==> src/rtl/daisy_readout_sequencer.sv <==
// Frame scheduler for the FSM_BLOCK daisy chain: SAMP strobe generation, capture of the
// chain-tail words with block/channel tags, and a small valid/ready output FIFO.
module daisy_readout_sequencer #(
  parameter int unsigned BITS_ADC      = 12,
  parameter int unsigned ROW_BLOCK_NUM = 8,
  parameter int unsigned CH_NUM        = 4,
  parameter int unsigned SAMP_W        = 2,
  parameter int unsigned ADC_LAT       = 32,
  parameter int unsigned FIFO_DEPTH    = 4
) (
  input  logic                             clk_3p2M,
  input  logic                             rst,
  input  logic                             en,
  input  logic [15:0]                      period,
  input  logic                             clr_status,
  input  logic [BITS_ADC:0]                chain_in,
  output logic                             SAMP,
  output logic [BITS_ADC-1:0]              out_data,
  output logic [$clog2(ROW_BLOCK_NUM)-1:0] out_blk,
  output logic [$clog2(CH_NUM)-1:0]        out_ch,
  output logic                             out_sof,
  output logic                             out_valid,
  input  logic                             out_ready,
  output logic                             busy,
  output logic                             fifo_ovf,
  output logic                             frame_ovr,
  output logic [7:0]                       err_cnt,
  output logic [15:0]                      frame_cnt
);

  localparam int unsigned N          = ROW_BLOCK_NUM * CH_NUM;
  localparam int unsigned K_W        = $clog2(N);
  localparam int unsigned BLK_W      = $clog2(ROW_BLOCK_NUM);
  localparam int unsigned CH_W       = $clog2(CH_NUM);
  localparam int unsigned PTR_W      = $clog2(FIFO_DEPTH);
  localparam int unsigned CNT_W      = PTR_W + 1;
  localparam int unsigned TMR_W      = 16;
  localparam int unsigned MIN_PERIOD = SAMP_W + ADC_LAT + N;

  typedef enum logic [2:0] {S_IDLE, S_SAMP, S_LAT, S_READ, S_WAIT} state_t;

  typedef struct packed {
    logic                sof;
    logic [BLK_W-1:0]    blk;
    logic [CH_W-1:0]     ch;
    logic [BITS_ADC-1:0] data;
  } word_t;

  state_t             state;
  logic [TMR_W-1:0]   tmr;
  logic [TMR_W-1:0]   period_l;
  logic [K_W-1:0]     k;
  logic               start_c;
  logic               push_c;
  logic [7:0]         err_base_c;
  word_t              word_c;

  word_t              mem [FIFO_DEPTH];
  word_t              head;
  logic [PTR_W-1:0]   wr_ptr;
  logic [PTR_W-1:0]   rd_ptr;
  logic [CNT_W-1:0]   cnt;
  logic [CNT_W-1:0]   cnt_nxt_c;
  logic               pop_c;
  logic               full_c;
  logic               push_ok_c;

  // Frame start, capture strobe and tag of the word currently on the chain tail
  always_comb begin
    start_c = 1'b0;
    case (state)
      S_IDLE:  start_c = en;
      S_WAIT:  start_c = en && (tmr == period_l - TMR_W'(1));
      default: start_c = 1'b0;
    endcase
    push_c      = (state == S_READ);
    err_base_c  = clr_status ? 8'd0 : err_cnt;
    word_c      = '0;
    word_c.sof  = (k == '0);
    word_c.blk  = BLK_W'(32'(k) / CH_NUM);
    word_c.ch   = CH_W'(32'(k) % CH_NUM);
    word_c.data = chain_in[BITS_ADC-1:0];
  end

  // Sequencer; a too-short period is stretched to the minimum frame length
  always_ff @(posedge clk_3p2M) begin
    if (rst) begin
      state     <= S_IDLE;
      tmr       <= '0;
      period_l  <= '0;
      k         <= '0;
      SAMP      <= 1'b0;
      busy      <= 1'b0;
      frame_ovr <= 1'b0;
      err_cnt   <= '0;
      frame_cnt <= '0;
    end else begin
      if (clr_status) begin
        frame_ovr <= 1'b0;
        err_cnt   <= '0;
      end
      tmr <= tmr + TMR_W'(1);
      if (start_c) begin
        state     <= S_SAMP;
        SAMP      <= 1'b1;
        busy      <= 1'b1;
        tmr       <= '0;
        frame_cnt <= frame_cnt + 16'd1;
        if (period <= TMR_W'(MIN_PERIOD)) begin
          frame_ovr <= 1'b1;
          period_l  <= TMR_W'(MIN_PERIOD);
        end else begin
          period_l  <= period;
        end
      end else begin
        case (state)
          S_IDLE: tmr <= '0;
          S_SAMP: if (tmr == TMR_W'(SAMP_W - 1)) begin
            state <= S_LAT;
            SAMP  <= 1'b0;
          end
          S_LAT: if (tmr == TMR_W'(ADC_LAT - 1)) begin
            state <= S_READ;
            k     <= '0;
          end
          S_READ: begin
            k <= k + K_W'(1);
            if (chain_in[BITS_ADC])
              err_cnt <= (err_base_c == 8'hFF) ? 8'hFF : err_base_c + 8'd1;
            if (k == K_W'(N - 1)) begin
              state <= en ? S_WAIT : S_IDLE;
              busy  <= en;
            end
          end
          S_WAIT: if (tmr == period_l - TMR_W'(1)) begin
            state <= S_IDLE;
            busy  <= 1'b0;
          end
          default: begin
            state <= S_IDLE;
            busy  <= 1'b0;
            SAMP  <= 1'b0;
          end
        endcase
      end
    end
  end

  always_comb begin
    pop_c     = out_valid & out_ready;
    full_c    = (cnt == CNT_W'(FIFO_DEPTH));
    push_ok_c = push_c & (~full_c | pop_c);
    cnt_nxt_c = cnt + CNT_W'(push_ok_c) - CNT_W'(pop_c);
  end

  always_ff @(posedge clk_3p2M) begin
    if (push_ok_c) mem[wr_ptr] <= word_c;
  end

  // Output FIFO; head register always mirrors the oldest entry so there is no bubble
  always_ff @(posedge clk_3p2M) begin
    if (rst) begin
      wr_ptr    <= '0;
      rd_ptr    <= '0;
      cnt       <= '0;
      out_valid <= 1'b0;
      fifo_ovf  <= 1'b0;
      head      <= '0;
    end else begin
      if (clr_status) fifo_ovf <= 1'b0;
      if (push_c && full_c && !pop_c) fifo_ovf <= 1'b1;
      if (push_ok_c) wr_ptr <= wr_ptr + PTR_W'(1);
      if (pop_c) rd_ptr <= rd_ptr + PTR_W'(1);
      cnt       <= cnt_nxt_c;
      out_valid <= (cnt_nxt_c != '0);
      if (pop_c) begin
        if (cnt > CNT_W'(1)) head <= mem[rd_ptr + PTR_W'(1)];
        else if (push_ok_c) head <= word_c;
      end else if ((cnt == '0) && push_ok_c) begin
        head <= word_c;
      end
    end
  end

  assign out_data = head.data;
  assign out_blk  = head.blk;
  assign out_ch   = head.ch;
  assign out_sof  = head.sof;

endmodule

==> config.mk <==
export PLATFORM = sky130hd
export DESIGN_NAME = daisy_readout_sequencer
export DESIGN_NICKNAME = d
export VERILOG_FILES = /design/src/rtl/daisy_readout_sequencer.sv
export SDC_FILE = /design/constraint.sdc
export NUM_CORES = 1
export LEC_CHECK = 0
export BUFFER_PORTS_ARGS = -buffer_cell sky130_fd_sc_hd__buf_2
export CAP_MARGIN = 25
export CORE_ASPECT_RATIO = 2
export CORE_UTILIZATION = 55
export CTS_BUF_LIST = sky130_fd_sc_hd__clkbuf_8
export DETAILED_ROUTE_END_ITERATION = 6
export PLACE_DENSITY_LB_ADDON = 0.25
export SETUP_SLACK_MARGIN = 0.1
export SYNTH_ARGS = -nofsm -noshare
export SYNTH_HDL_FRONTEND = slang
export SYNTH_SLANG_ARGS = --single-unit
export TNS_END_PERCENT = 10
==> constraint.sdc <==
create_clock -name clk_3p2M -period 3.5 [get_ports clk_3p2M]
set_input_delay 0.175 -clock clk_3p2M [delete_from_list [all_inputs] [get_ports clk_3p2M]]
set_output_delay 0.175 -clock clk_3p2M [all_outputs]
set_load 0.1 [all_outputs]
**Word level (Yosys, flattened, before mapping)**

Memories as Yosys holds them, arrays and structs flattened.
Index checks and enable logic that the tools add are counted.

- Output and inout bits: 47
- RAM bits: 72
- Memories kept: 1
- Input port bits: 34
- Bits in registers: 94
- Logic and storage cells: 115

Memory list:

| memory | words | width | read ports | clocked after Yosys merged registers in | write ports | RTL line | text |
|---|---|---|---|---|---|---|---|
| mem | 4 | 18 | 1 | 0 | 1 | 58 | `word_t mem [FIFO_DEPTH];` |

- Reduce and logical (&&, ||, !) cells: 22
- Magnitude comparators: 2
- Equal/unequal tests: 22
- Bitwise gates (word level): 6
- Muxes and demuxes: 34
- Add/subtract/negate cells: 9

Operators by type and width:

| operator | count |
|---|---|
| 18-bit two-way mux | 4 |
| 8-bit two-way mux | 5 |
| 16-bit by 1-bit adder with 16-bit output, second input constant | 2 |
| 16-bit by 1-bit equality test with 1-bit output, second input constant | 1 |
| 16-bit equality test | 1 |
| 16-bit by 5-bit equality test with 1-bit output, second input constant | 1 |
| 16-bit by 7-bit <= comparator with 1-bit output, second input constant | 1 |
| 16-bit two-way mux | 1 |
| 16-bit by 1-bit subtractor with 16-bit output, second input constant | 1 |
| 3-bit two-way mux | 5 |
| 3-bit one-hot mux with 5 select lines | 1 |
| 1-bit two-way mux | 13 |
| 5-bit one-hot mux with 2 select lines | 1 |
| 5-bit AND reduction | 2 |
| 3-bit inequality test, second input constant | 3 |
| 8-bit by 1-bit adder with 8-bit output, second input constant | 1 |
| 8-bit equality test, second input constant | 1 |
| 2-bit inequality test, second input constant | 4 |
| 3-bit by 2-bit equality test with 1-bit output, second input constant | 2 |
| 3-bit equality test, second input constant | 2 |
| 3-bit logical NOT | 2 |
| 2-bit by 1-bit inequality test with 1-bit output, second input constant | 3 |
| 3-bit AND reduction | 2 |
| 2-bit nonzero test | 3 |
| 23 further kinds | 33 |

**Longest topological paths before layout**

Gate-level depths: netlist (run 1).

- Word-level depth: 7
- Gate-level depth with buffers: 13
- Depth with buffers taken out: 11

**Worst setup path before layout (run 1)**

No wires, ideal clock.

- Path kind: reg2reg
- Start point: reg out_valid
- End point: reg head (netlist bit out_blk[0])
- Data arrival time: 3004 ps
- Data required time: 3414 ps
- Path slack: 411 ps
- Stages on the path, launching flop included: 9
- Buffers on the path: 1
- Period minus slack after synthesis: 3089 ps
- Setup time: 86 ps
- Cell sequence: dfxtp_1 > nand2_1 > a31oi_1 > inv_1 > ha_1 > a22oi_1 > clkbuf_1 > nor2_1 > a211oi_1

- Longest elaborated chain between the ends: 6
- Elaborated cells between the ends (all ways): 8
- Those cells by class: eq/ne: 1; mux: 1; bitwise: 3; reduce/logical: 3

Ends and longest elaborated chain:

| element | RTL line | text |
|---|---|---|
| start: declaration | 22 | `output logic out_valid,` |
| start signal: assignment | 175 | `out_valid <= (cnt_nxt_c != '0);` |
| 1-bit bitwise AND (*) | 150 | `pop_c = out_valid & out_ready;` |
| 1-bit bitwise OR | 152 | `push_ok_c = push_c & (~full_c \| pop_c);` |
| 1-bit bitwise AND | 152 |  |
| 1-bit logical AND | 179 | `end else if ((cnt == '0) && push_ok_c) begin` |
| 2-bit nonzero test (no line) | - |  |
| 2-bit AND reduction (no line) | - |  |
| end signal: assignment | 177 | `if (cnt > CNT_W'(1)) head <= mem[rd_ptr + PTR_W'(1)];` |
| end signal: assignment | 178 | `else if (push_ok_c) head <= word_c;` |
| end signal: assignment | 180 | `head <= word_c;` |
| end: declaration | 59 | `word_t head;` |

Mark *: on every way between the ends. The rest lies on a longest branch, timed or not.
A chain may end at the register's enable or synchronous reset.

**Worst setup path in the final report (run 1)**

- Start point: reg period_l[0]
- End point: reg tmr[2]

- Longest elaborated chain between the ends: 5

Ends and longest elaborated chain:

| element | RTL line | text |
|---|---|---|
| start: declaration | 51 | `logic [TMR_W-1:0] period_l;` |
| start signal: assignment | 111 | `period_l <= TMR_W'(MIN_PERIOD);` |
| start signal: assignment | 113 | `period_l <= period;` |
| 16-bit by 1-bit subtractor with 16-bit output | 73 | `S_WAIT: start_c = en && (tmr == period_l - TMR_W'(1));` |
| 16-bit equality test | 73 |  |
| 1-bit logical AND | 73 |  |
| 1-bit one-hot mux with 2 select lines | 71 | `case (state)` |
| 3-bit OR reduction (no line) | - |  |
| end signal: assignment | 102 | `tmr <= tmr + TMR_W'(1);` |
| end: declaration | 50 | `logic [TMR_W-1:0] tmr;` |

No other way between the ends.

==> summary.md, run 1 <==
| Metric | Value |
|---|---|
| Status | `finished with violations` |
| Failing checks | `design-rule violations` |
| Crit. End Element | `flip-flop` |
| Total power | `4800 uW` |
| Mapped Nets | `738` |
| CTS Root Cell | `clkbuf_8` |
| Cell taking the most area after synthesis | `edfxtp_1` |
| Fmax | `318 MHz` |
| EDFF count, synth | `72` |
| Largest net degree at the start of global routing | `58` |
| Total grt overflow | `0` |
| RSZ-0062 raised after global routing | `no` |
| Critical path class | `reg -> reg` |
| Worst hold path type | `in -> reg` |
| Top post-synthesis cells by count | `dfxtp_1 (94), nor2_1 (85), edfxtp_1 (72)` |
| Post-Synthesis Cells | `686` |
| Synth area leaders | `edfxtp_1 (29%), dfxtp_1 (25%), mux4_2 (5.4%)` |
| # IOs | `81` |
| Crit path time final | `3140 ps` |
| Clock insertion delay at the later pin of the skew report | `450 ps` |
| PostCTS Resize Cnt | `0` |
| VDD IR max | `0.296 mV` |
| Met3 WL post-DR | `370 um` |
| Area occupied by multi-input gates | `3270 um2` |
| Share of the synthesized area in the top cell type | `28.7%` |
| Chip width | `84.8 um` |
| M1 wire length | `6100 um` |
| Clock sink count | `166` |
| Final net count | `841` |
| Share of layout cells above drive strength 1 | `19.5%` |
| Row cnt | `60` |
| Synth unique cells | `53` |
| Via density | `5.81` |
| Initial Util | `56.1%` |
| GPL Wtd Cong | `0.915` |
| Final Setup Violations | `0` |
| Crit path DAT | `3520 ps` |
| Most common cell in the netlist | `dfxtp_1` |
| Tcrit/Tclk final | `89.8%` |
| Core Region | `13400 um2` |
| CTS Buffer Depth | `2` |
| DR DRC count | `4` |
| Static Leak | `0.00318 uW` |
| Vias | `5559` |
| HPWL after DPL | `12200 um` |
| Antenna cells | `0` |
| Area Growth Syn to Fin | `16.0%` |
| Antenna Violating Nets Remaining | `0` |
| Setup Buffers After CTS | `0` |
| Seq/Total Area, Yosys | `53.6%` |
| Max Cap Viol | `0` |
| CTS tree | `done` |
| # fillers | `1007` |
| Starting DRT DRC Count | `302` |
| Max-slew violation count | `0` |
| Ys async rst share | `0%` |
| Setup TNS | `0 ps` |
| Synth Warn # | `0` |
| Clock H-tree levels | `4` |
| Clock Pin Slew Worst Setup and Hold Paths | `100 ps` |
| Die ar. | `14200 um2` |
| Nature of the critical path startpoint | `flip-flop` |
| Yosys reg bits | `166` |
| DR top layer | `met4` |
| Final setup skew | `17.5 ps` |
| Cell Area, Synth | `7540 um2` |
| Port bufs | `80` |
| First-pass GRT wire length | `27900 um` |
| Vias in the first global route | `5819` |
| Main synth FF type | `dfxtp_1` |
| Largest fanout on the critical path | `16` |
| GRT Overall Usage | `25.2%` |
| Drt pass-1 iters | `7` |
| Initial antenna violation count | `0` |
| Met2 wire len | `9620 um` |
| Total CTS buffers | `17` |
| Detailed Route WL | `16900 um` |
| Post-CTS Hold Fix Bufs | `27` |
| Worst slew pin tran | `1010 ps` |
| Required time worst endpoint | `3880 ps` |
| Drt wl/cell | `17.7 um` |
| Die height | `168 um` |
| Pwr/cell area | `548 nW/um2` |
| Syn Area/Cell | `11.0 um2` |
| Final Hold Viols | `0` |
| Reg area | `4040 um2` |
| Slew margin rel. | `32.3%` |
-- cells in the final DEF (no fill, tap or decap), drive strengths merged, types with 4 or more instances in the layout --
| cell | count |
|---|---|
| clkinv | 8 |
| and2 | 8 |
| buf | 93 |
| a22oi | 5 |
| a21oi | 29 |
| or3 | 5 |
| a31oi | 6 |
| o31ai | 4 |
| nor4b | 4 |
| mux4 | 18 |
| mux2i | 23 |
| a21boi | 4 |
| nand2 | 55 |
| edfxtp | 72 |
| dlygate4sd3 | 27 |
| nor3 | 9 |
| a2111oi | 7 |
| xnor2 | 32 |
| nor2 | 85 |
| inv | 29 |
| and3 | 5 |
| nor2b | 6 |
| clkbuf | 17 |
| nand2b | 4 |
| o21ai | 7 |
| a211oi | 27 |
| nor4 | 9 |
| nand4 | 12 |
| ha | 17 |
| nand3b | 4 |
| xor2 | 23 |
| dfxtp | 94 |
| nand3 | 30 |
| or4 | 4 |
-- routing by layer --
metal	track usage [%]	up-vias
li1	-	2693
met1	24.9	2689
met2	48.0	123
met3	3.75	54
met4	15.4	0
met5	0	-
-- worst paths after layout --
path	from	endpoint	slack [ps]	depth (start not counted)
hold reg to reg	fifo_ovf	fifo_ovf	470	2
hold / removal	period[6]	period_l[6]	30	3
setup reg to reg	period_l[0]	tmr[2]	360	11
setup / recovery	period_l[0]	tmr[2]	360	11
-- area by class of cell --
cell class | instances | area share [%]
repair buffers | 120 | 8.78
clock buffers | 17 | 2.67
inverters | 22 | 0.943
flip-flops and latches | 166 | 46.2
multi-input cells | 462 | 37.4
well taps | 155 | 2.22
clock inverters | 15 | 1.82
-- power breakdown --
group          internal (uW)  leakage [uW]  total [uW]  switching, uW
clock                    536      0.000199        1330            791
combinational            362       0.00157        1240            873
sequential              2120       0.00142        2240            117
-- cell families (layout without fill, tap and decap cells) --
group	count (synthesis)	after routing	share of synthesized area, %
and+or+nand+nor	247	247	15.8
adders and majority gates	18	18	3.08
AOI/OAI and AO/OA	101	101	9.57
muxes	41	41	8.42
buffers and inverters	58	174	3.13
DFF	166	166	53.6
xor gates and xnor gates	55	55	6.38
-- sequential cells by signal, summed over array words and instances, names as in the netlist --
| register | flops |
|---|---|
| mem | 72 |
| frame_cnt | 16 |
| period_l | 16 |
| tmr | 16 |
| out_data | 12 |
| err_cnt | 8 |
| k | 5 |
| cnt | 3 |
| out_blk | 3 |
| state | 3 |
| out_ch | 2 |
| rd_ptr | 2 |
| wr_ptr | 2 |
| SAMP | 1 |
| busy | 1 |
| fifo_ovf | 1 |
| frame_ovr | 1 |
| out_sof | 1 |
| out_valid | 1 |
-- stage by stage --
step	hold WS (ps)	util [%]	cells	worst slack, ps	cell area, um2
floorplan	258	-	686	411	7540
global placement	403	60.2	898	535	8090
detailed placement	411	60.2	898	372	8090
CTS	9.47	65.1	957	358	8750
global route	42.4	65.1	957	137	8750
finish	34.9	65.1	957	356	8750
-- critical path, cell delays in order (launching register included) --
cell,delay [ps]
dfxtp_1,380
inv_1,80
ha_1,250
or4b_4,530
nor3_2,240
mux2i_1,250
a211oi_2,100
nand4_1,130
buf_4,220
nand2_1,90
or3_1,600
nor2_1,200
Power figures use the tool's default switching activity.
==> inputs of run 2 (changes only) <==
--- a/config.mk
+++ b/config.mk
@@ -8,7 +8,7 @@
 export BUFFER_PORTS_ARGS = -buffer_cell sky130_fd_sc_hd__buf_2
 export CAP_MARGIN = 25
 export CORE_ASPECT_RATIO = 2
-export CORE_UTILIZATION = 55
+export CORE_UTILIZATION = 60
 export CTS_BUF_LIST = sky130_fd_sc_hd__clkbuf_8
 export DETAILED_ROUTE_END_ITERATION = 6
 export PLACE_DENSITY_LB_ADDON = 0.25
==> run 2 against run 1 <==
Net effect:
- the run now ends clean
- die area is 8.2% lower
- sequential power about the same
- clock skew hardly changed
- hold slack better by 10 ps
- critical path type unchanged
- largest cell class unchanged
- largest power group unchanged
- highest routed layer unchanged
==> summary.md, run 2 (same netlist as run 1, synthesis figures left out) <==
| Metric | Value |
|---|---|
| Port bufs | `80 (unchanged)` |
| Static Leak | `0.00322 uW (+1.3%)` |
| Initial antenna violation count | `0 (unchanged)` |
| Die ar. | `13100 um2 (-8.2%)` |
| Drt pass-1 iters | `5 (-2)` |
| Antenna cells | `0 (unchanged)` |
| Clock H-tree levels | `4 (unchanged)` |
| Worst reg2reg path endpoint | `frame_cnt[9]` |
| GRT Overall Usage | `28.4% (+3.2 points)` |
| Largest fanout on the critical path | `6 (-10)` |
| Final setup skew | `17.7 ps (+0.248 ps)` |
| Total power | `4840 uW (+0.80%)` |
| Clock sink count | `166 (unchanged)` |
| Util after Layout | `72.2% (+7.1 points)` |
| Worst hold path type | `in -> reg` |
| Nature of the critical path startpoint | `flip-flop` |
| Cell-internal power | `3050 uW (+1.0%)` |
| Detailed Route WL | `17200 um (+1.5%)` |
| First-pass GRT wire length | `27700 um (-0.60%)` |
| Final worst slack | `346 ps (-10.4 ps)` |
| CP top delay family | `simple AND/OR/NAND/NOR gates` |
| CTS Buffer Depth | `2 (unchanged)` |
| Sw power | `1790 uW (+0.46%)` |
| Row cnt | `57 (-5.0%)` |
| Crit path DAT | `3470 ps (-50 ps)` |
| Worst slack at placement | `289 ps (-83.0 ps)` |
| # IOs | `81 (unchanged)` |
| VDD IR max | `0.495 mV (+67%)` |
| CTS tree | `done` |
| Initial Util | `61.9% (+5.7 points)` |
| Fmax | `317 MHz (-0.33%)` |
| GPL Wtd Cong | `0.997 (+9.0%)` |
| Chip width | `81.3 um (-4.2%)` |
| Worst slew pin tran | `1070 ps (+52.1 ps)` |
| Min-delay src | `en` |
| Max-slew violation count | `0 (unchanged)` |
| Vias | `5719 (+2.9%)` |
| Hold Path Depth | `3 (unchanged)` |
| Antenna Violating Nets Remaining | `0 (unchanged)` |
| Share of layout cells above drive strength 1 | `20.4% (+0.94 points)` |
| CTS Root Cell | `clkbuf_8` |
| Combinational fraction of design power | `25.9% (+0.2 points)` |
| Clock insertion delay at the later pin of the skew report | `450 ps (about the same)` |
| Max Cap Viol | `0 (unchanged)` |
| Die height | `161 um (-4.2%)` |
| Final Hold Viols | `0 (unchanged)` |
| Final Setup Violations | `0 (unchanged)` |
| Reg2Reg Depth | `12 (+1)` |
| Largest net degree at the start of global routing | `58 (unchanged)` |
| Critical Path, Cell by Cell | `inv_1 > ha_1 > or4b_4 > nor3_2 > nand4_1 > a211oi_2 > nand4_1 > buf_4 > buf_4 > a2111oi_2 > xnor2_1 > nor2_1` |
| Core Region | `12200 um2 (-9.2%)` |
| Slew margin rel. | `28.8% (-3.5 points)` |
| Starting DRT DRC Count | `266 (-12%)` |
| Crit. End Element | `flip-flop` |
| Via density | `5.98 (+3.0%)` |
| Crit path time final | `3150 ps (+10.4 ps)` |
| Clock Pin Slew Worst Setup and Hold Paths | `90 ps (about the same)` |
| Drt wl/cell | `18.0 um (+1.6%)` |
| Final net count | `848 (+0.83%)` |
| Reg-to-Reg Start | `period_l[1]` |
| Tcrit/Tclk final | `90.1% (+0.30 points)` |
| Setup TNS | `0 ps (unchanged)` |
| DR DRC count | `0 (-4)` |
| Sequential Power Share | `46.2% (-0.4 points)` |
| Clock power share | `27.9% (+0.3 points)` |
| Pwr/cell area | `549 nW/um2 (+0.16%)` |
| Commonest non-fill, non-tap cell in the layout | `dfxtp_1` |
| HPWL after DPL | `12600 um (+2.7%)` |
| CP bufs+invs | `3 (+1)` |
| Total grt overflow | `0 (unchanged)` |
| Largest Register | `mem` |
| RSZ-0062 raised after global routing | `no` |
| Critical path class | `reg -> reg` |
| CP max stage cell | `or4b_4` |
| Area Growth Syn to Fin | `16.8%` |
| Vias in the first global route | `5871 (+0.89%)` |
| Status | `completed` |
| Switching part of the total power | `37.0% (-0.13 points)` |
| Commonest non-fill, non-tap cells in the layout | `dfxtp_1 (94), nor2_1 (84), buf_2 (80)` |
| Worst Hold End | `state[2]` |
| Max FFs per register | `72 (unchanged)` |
| Total CTS buffers | `17 (unchanged)` |
| Slowest Stage Delay on Critical Path | `530 ps (-70 ps)` |
| FF-to-FF setup slack | `350 ps (about the same)` |
| Required time worst endpoint | `3820 ps (-60 ps)` |
-- run 2: changes by cell type in the layout (fill, tap and decap cells not counted), sizes merged --
cell | before | now
dlygate4sd3 | 27 | 26
buf | 93 | 101
clkbuf | 17 | 18
clkinvlp | 0 | 1
clkinv | 8 | 7
inv | 29 | 28
-- run 2: power groups by stage --
stage / sequential [uW] / combinational, uW / clock (uW)
after global routing: 2250 / 1340 / 1450
after global placement: 2270 / 1200 / 0
after detailed placement: 2280 / 1230 / 0
after CTS: 2230 / 1260 / 1380
final: 2230 / 1260 / 1350
after floorplan: 2700 / 546 / 0
-- run 2: worst max path at each step --
stage,startpoint,to,slack [ps],cells after the start
global route,period_l[0],frame_cnt[15],140,12
floorplan,out_valid,out_blk[0],410,8
detailed placement,period_l[0],frame_cnt[14],290,10
global placement,period_l[0],frame_cnt[14],450,10
finish,period_l[1],frame_cnt[9],350,12
CTS,period_l[0],frame_cnt[14],260,10
-- run 2: worst reg2reg max path, delay by kind of cell (launching register included) --
kind,cells,cell delay (ps)
compound gates,2,620
flops,1,350
buf+inv,3,470
simple gates,5,1160
xor+xnor,1,160
fa+ha+maj,1,270
-- run 2: timing repair --
action / in CTS / in global routing
setup endpoints to repair: 0 / 1
hold endpoints to repair: 62 / 0
hold buffers: 26 / 0
gates resized for setup: 0 / 0
setup buffers: 0 / 1
-- run 2: metal layers --
| metal | up-vias | wire, um | track usage [%] |
|---|---|---|---|
| li1 | 2711 | - | - |
| met1 | 2813 | 6050 | 27.1 |
| met2 | 139 | 9790 | 53.7 |
| met3 | 56 | 462 | 4.26 |
| met4 | 0 | 883 | 17.0 |
| met5 | - | 0 | 0 |
-- run 2: through the flow --
stage	hold slack, ps	cells	instance area (um2)
after floorplan	258	686	7540
after global placement	402	897	8130
after detailed placement	410	897	8130
after CTS	9.71	955	8800
after global routing	28.2	956	8810
final	45.3	956	8810
-- run 2: final cells by class --
cell class	instances	area [um2]
flip-flops and latches	166	4040
fillers	864	3390
multi-input cells	462	3270
repair buffers	127	818
clock buffers	18	248
well taps	147	184
clock inverters	14	161
inverters	22	82.6
==> inputs of run 3 (changes only) <==
--- a/config.mk
+++ b/config.mk
@@ -5,6 +5,7 @@
 export SDC_FILE = /design/constraint.sdc
 export NUM_CORES = 1
 export LEC_CHECK = 0
+export ABC_AREA = 1
 export BUFFER_PORTS_ARGS = -buffer_cell sky130_fd_sc_hd__buf_2
 export CAP_MARGIN = 25
 export CORE_ASPECT_RATIO = 2
==> run 3 against run 2 <==
Net effect:
- the flow now finishes with violations (design-rule violations)
- wire length is 11% higher
- first-iteration DRC count is 48% higher
- sequential share of layout area is 2.2 points lower
- cell count is 32% higher
- hold slack worse by 19 ps
- register-to-register slack better by 360 ps
- synthesized cell count is 44% higher
- non-clock buffer count is 8 lower
- clock power hardly changed
- clock skew hardly changed
- die area is 6.8% higher
- count of clock-buffer cells in the layout is 1 lower
- largest cell class unchanged
- largest power group unchanged
- highest routed layer unchanged
==> summary.md, run 3 <==
| Metric | Value |
|---|---|
| Max Cap Viol | `0 (unchanged)` |
| Port bufs | `80 (unchanged)` |
| Tcrit/Tclk final | `79.7% (-10 points)` |
| Vias | `6987 (+22%)` |
| Main synth FF type | `dfxtp_1` |
| Crit. End Element | `flip-flop` |
| Die ar. | `13900 um2 (+6.8%)` |
| Die height | `166 um (+3.4%)` |
| Largest fanout on the critical path | `23 (+17)` |
| Cell Area, Synth | `8070 um2 (+6.9%)` |
| Cell taking the most area after synthesis | `edfxtp_1` |
| CTS Buffer Depth | `2 (unchanged)` |
| CP max stage cell | `inv_2` |
| # fillers | `1101 (+27%)` |
| Clock sink count | `166 (unchanged)` |
| FF-to-FF setup slack | `710 ps (+360 ps)` |
| Starting DRT DRC Count | `394 (+48%)` |
| Initial antenna violation count | `0 (unchanged)` |
| Clock insertion delay at the later pin of the skew report | `450 ps (about the same)` |
| Reg-to-Reg Start | `period_l[5]` |
| Synth Warn # | `0 (unchanged)` |
| Critical path class | `reg -> reg` |
| Max FFs per register | `72 (unchanged)` |
| Share of the synthesized area in the top cell type | `26.8% (-1.9 points)` |
| Top post-synthesis cells by count | `nand2_1 (209), nor2_1 (118), inv_1 (116)` |
| Largest net degree at the start of global routing | `46 (-21%)` |
| DR DRC count | `12 (+12)` |
| Syn Area/Cell | `8.16 um2 (-26%)` |
| Mapped Nets | `1041 (+41%)` |
| Commonest non-fill, non-tap cell in the layout | `nand2_1` |
| Total CTS buffers | `17 (unchanged)` |
| Antenna cells | `0 (unchanged)` |
| Slowest Stage Delay on Critical Path | `410 ps (-120 ps)` |
| Synth area leaders | `edfxtp_1 (27%), dfxtp_1 (23%), nand2_1 (9.7%)` |
| VDD IR max | `0.277 mV (-44%)` |
| Synth unique cells | `40 (-25%)` |
| Worst reg2reg path endpoint | `frame_cnt[14]` |
| Total grt overflow | `0 (unchanged)` |
| Final setup skew | `17.9 ps (+0.153 ps)` |
| # IOs | `81 (unchanged)` |
| Finished Layout Cells | `1262 (+32%)` |
| Crit path time final | `2790 ps (-365 ps)` |
| Hold Path Depth | `3 (unchanged)` |
| Chip width | `84.0 um (+3.3%)` |
| Status | `finished with violations` |
| Vias in the first global route | `7016 (+20%)` |
| Nature of the critical path startpoint | `flip-flop` |
| Required time worst endpoint | `3880 ps (+60 ps)` |
| PostCTS Resize Cnt | `0 (unchanged)` |
| First-pass GRT wire length | `31400 um (+13%)` |
| Final Hold Viols | `0 (unchanged)` |
| Max-slew violation count | `0 (unchanged)` |
| GPL Wtd Cong | `1.02 (+2.6%)` |
| CTS Root Cell | `clkbuf_8` |
| Final net count | `1149 (+35%)` |
| Worst slew pin tran | `877 ps (-190 ps)` |
| Detailed Route WL | `19200 um (+11%)` |
| Area Growth Syn to Fin | `14.7%` |
| Core Region | `13100 um2 (+7.1%)` |
| HPWL after DPL | `14100 um (+13%)` |
| Yosys reg bits | `166 (unchanged)` |
| Drt pass-1 iters | `7 (+2)` |
| Row cnt | `59 (+3.5%)` |
| Crit path top cell by count | `nand2_1` |
| Post-CTS Hold Fix Bufs | `26 (unchanged)` |
| Final Setup Violations | `0 (unchanged)` |
| RSZ-0062 raised after global routing | `no` |
| Crit path DAT | `3170 ps (-300 ps)` |
| Failing checks | `design-rule violations` |
| Seq/Total Area, Yosys | `50.1% (-3.5 points)` |
| Min-delay src | `chain_in[12]` |
| Via density | `5.54 (-7.5%)` |
| Worst Hold End | `err_cnt[7]` |
| Most common cell in the netlist | `nand2_1` |
| Static Leak | `0.00396 uW (+23%)` |
| Post-Synthesis Cells | `989 (+44%)` |
| Pwr/cell area | `555 nW/um2 (+1.1%)` |
| Drt wl/cell | `15.2 um (-16%)` |
| Slew margin rel. | `41.0% (+12 points)` |
| Commonest non-fill, non-tap cells in the layout | `nand2_1 (209), nor2_1 (118), inv_1 (116)` |
| Setup TNS | `0 ps (unchanged)` |
| Setup Buffers After CTS | `0 (unchanged)` |
| Reg2Reg Depth | `13 (+1)` |
| Clock Pin Slew Worst Setup and Hold Paths | `100 ps (about the same)` |
| EDFF count, synth | `72 (unchanged)` |
| Fmax | `358 MHz (+13%)` |
| Antenna Violating Nets Remaining | `0 (unchanged)` |
| Worst hold path type | `in -> reg` |
| Ys async rst share | `0% (unchanged)` |
| Clock H-tree levels | `4 (unchanged)` |
| Largest Register | `mem` |
| Number of instances in the placed design | `1204 (+34%)` |
| Critical Path, Cell by Cell | `nor2_1 > nand2_1 > nor2_1 > nand3b_1 > nand2_1 > nand2_1 > nor2_1 > nand2_1 > o21bai_2 > nand2_2 > inv_2 > nand2_1 > a21oi_1` |
| CTS tree | `done` |
| GRT Overall Usage | `28.6% (+0.21 points)` |
| Initial Util | `61.7% (-0.13 points)` |
| Share of layout cells above drive strength 1 | `13.4% (-7.0 points)` |
[run 3: cell count changes after synthesis, sizes merged, moves of 12 or more]
cell,before,now
a21oi,29,64
inv,22,121
nor2,85,127
a22oi,5,20
a211oi,27,1
clkbuf,31,19
mux4,18,0
nand2,55,213
o21ai,7,67
xnor2,32,13
mux2i,23,1
nor3,9,35
nand3,30,64
[run 3: logic make-up (layout without fill, tap and decap cells)]
family | count (synthesis) | in the layout | synth area share [%]
simple gates | 457 | 457 | 24.2
xor+xnor | 36 | 36 | 4.08
flops | 166 | 166 | 50.1
fa+ha+maj | 18 | 18 | 2.89
compound gates | 160 | 160 | 11.0
mux | 1 | 1 | 0.124
buf+inv | 151 | 272 | 7.58
[run 3: worst max path at each step]
stage	start	to	cells after the start
4_1_cts	period_l[0]	period_l[7]	14
2_1_floorplan	out_valid	out_valid	10
3_3_place_gp	period_l[5]	period_l[7]	13
5_1_grt	period_l[0]	tmr[14]	16
3_5_place_dp	period_l[0]	period_l[7]	14
6_report	period_l[5]	frame_cnt[14]	13
[run 3: worst max-delay path, delay by kind of cell, from the launching register on]
kind,cells,cell delay (ps)
flip-flops,1,390
AO/OA/AOI/OAI,2,290
buffers and inverters,1,410
AND/OR/NAND/NOR,10,1630
[run 3: per-layer routing]
layer / track usage [%] / wire, um
met1: 26.5 / 6570
met2: 55.7 / 10700
met3: 3.48 / 651
met4: 20.2 / 1180
met5: 0 / 0
[run 3: where the power goes]
group / switching, uW / internal (uW)
sequential: 105 / 2140
clock: 798 / 537
combinational: 1160 / 392
total: 2070 / 3070
[run 3: layout make-up]
cell class	count	area, um2	share of cell area (%)
clock buffers	17	234	2.53
clock inverters	15	159	1.72
flip-flops and latches	166	4040	43.7
well taps	152	190	2.06
repair buffers	119	758	8.20
multi-input cells	672	3410	36.9
inverters	121	454	4.91
[run 3: per-stage QoR]
stage	area [um2]	hold WS [ps]	utilization, %	power [uW]	setup WS (ps)
finish	9250	25.8	70.8	5130	710
global route	9250	21.8	70.8	5380	505
CTS	9250	5.20	70.8	5150	815
detailed placement	8600	420	65.8	3820	847
global placement	8600	407	65.8	3790	851
floorplan	8070	274	-	3500	696
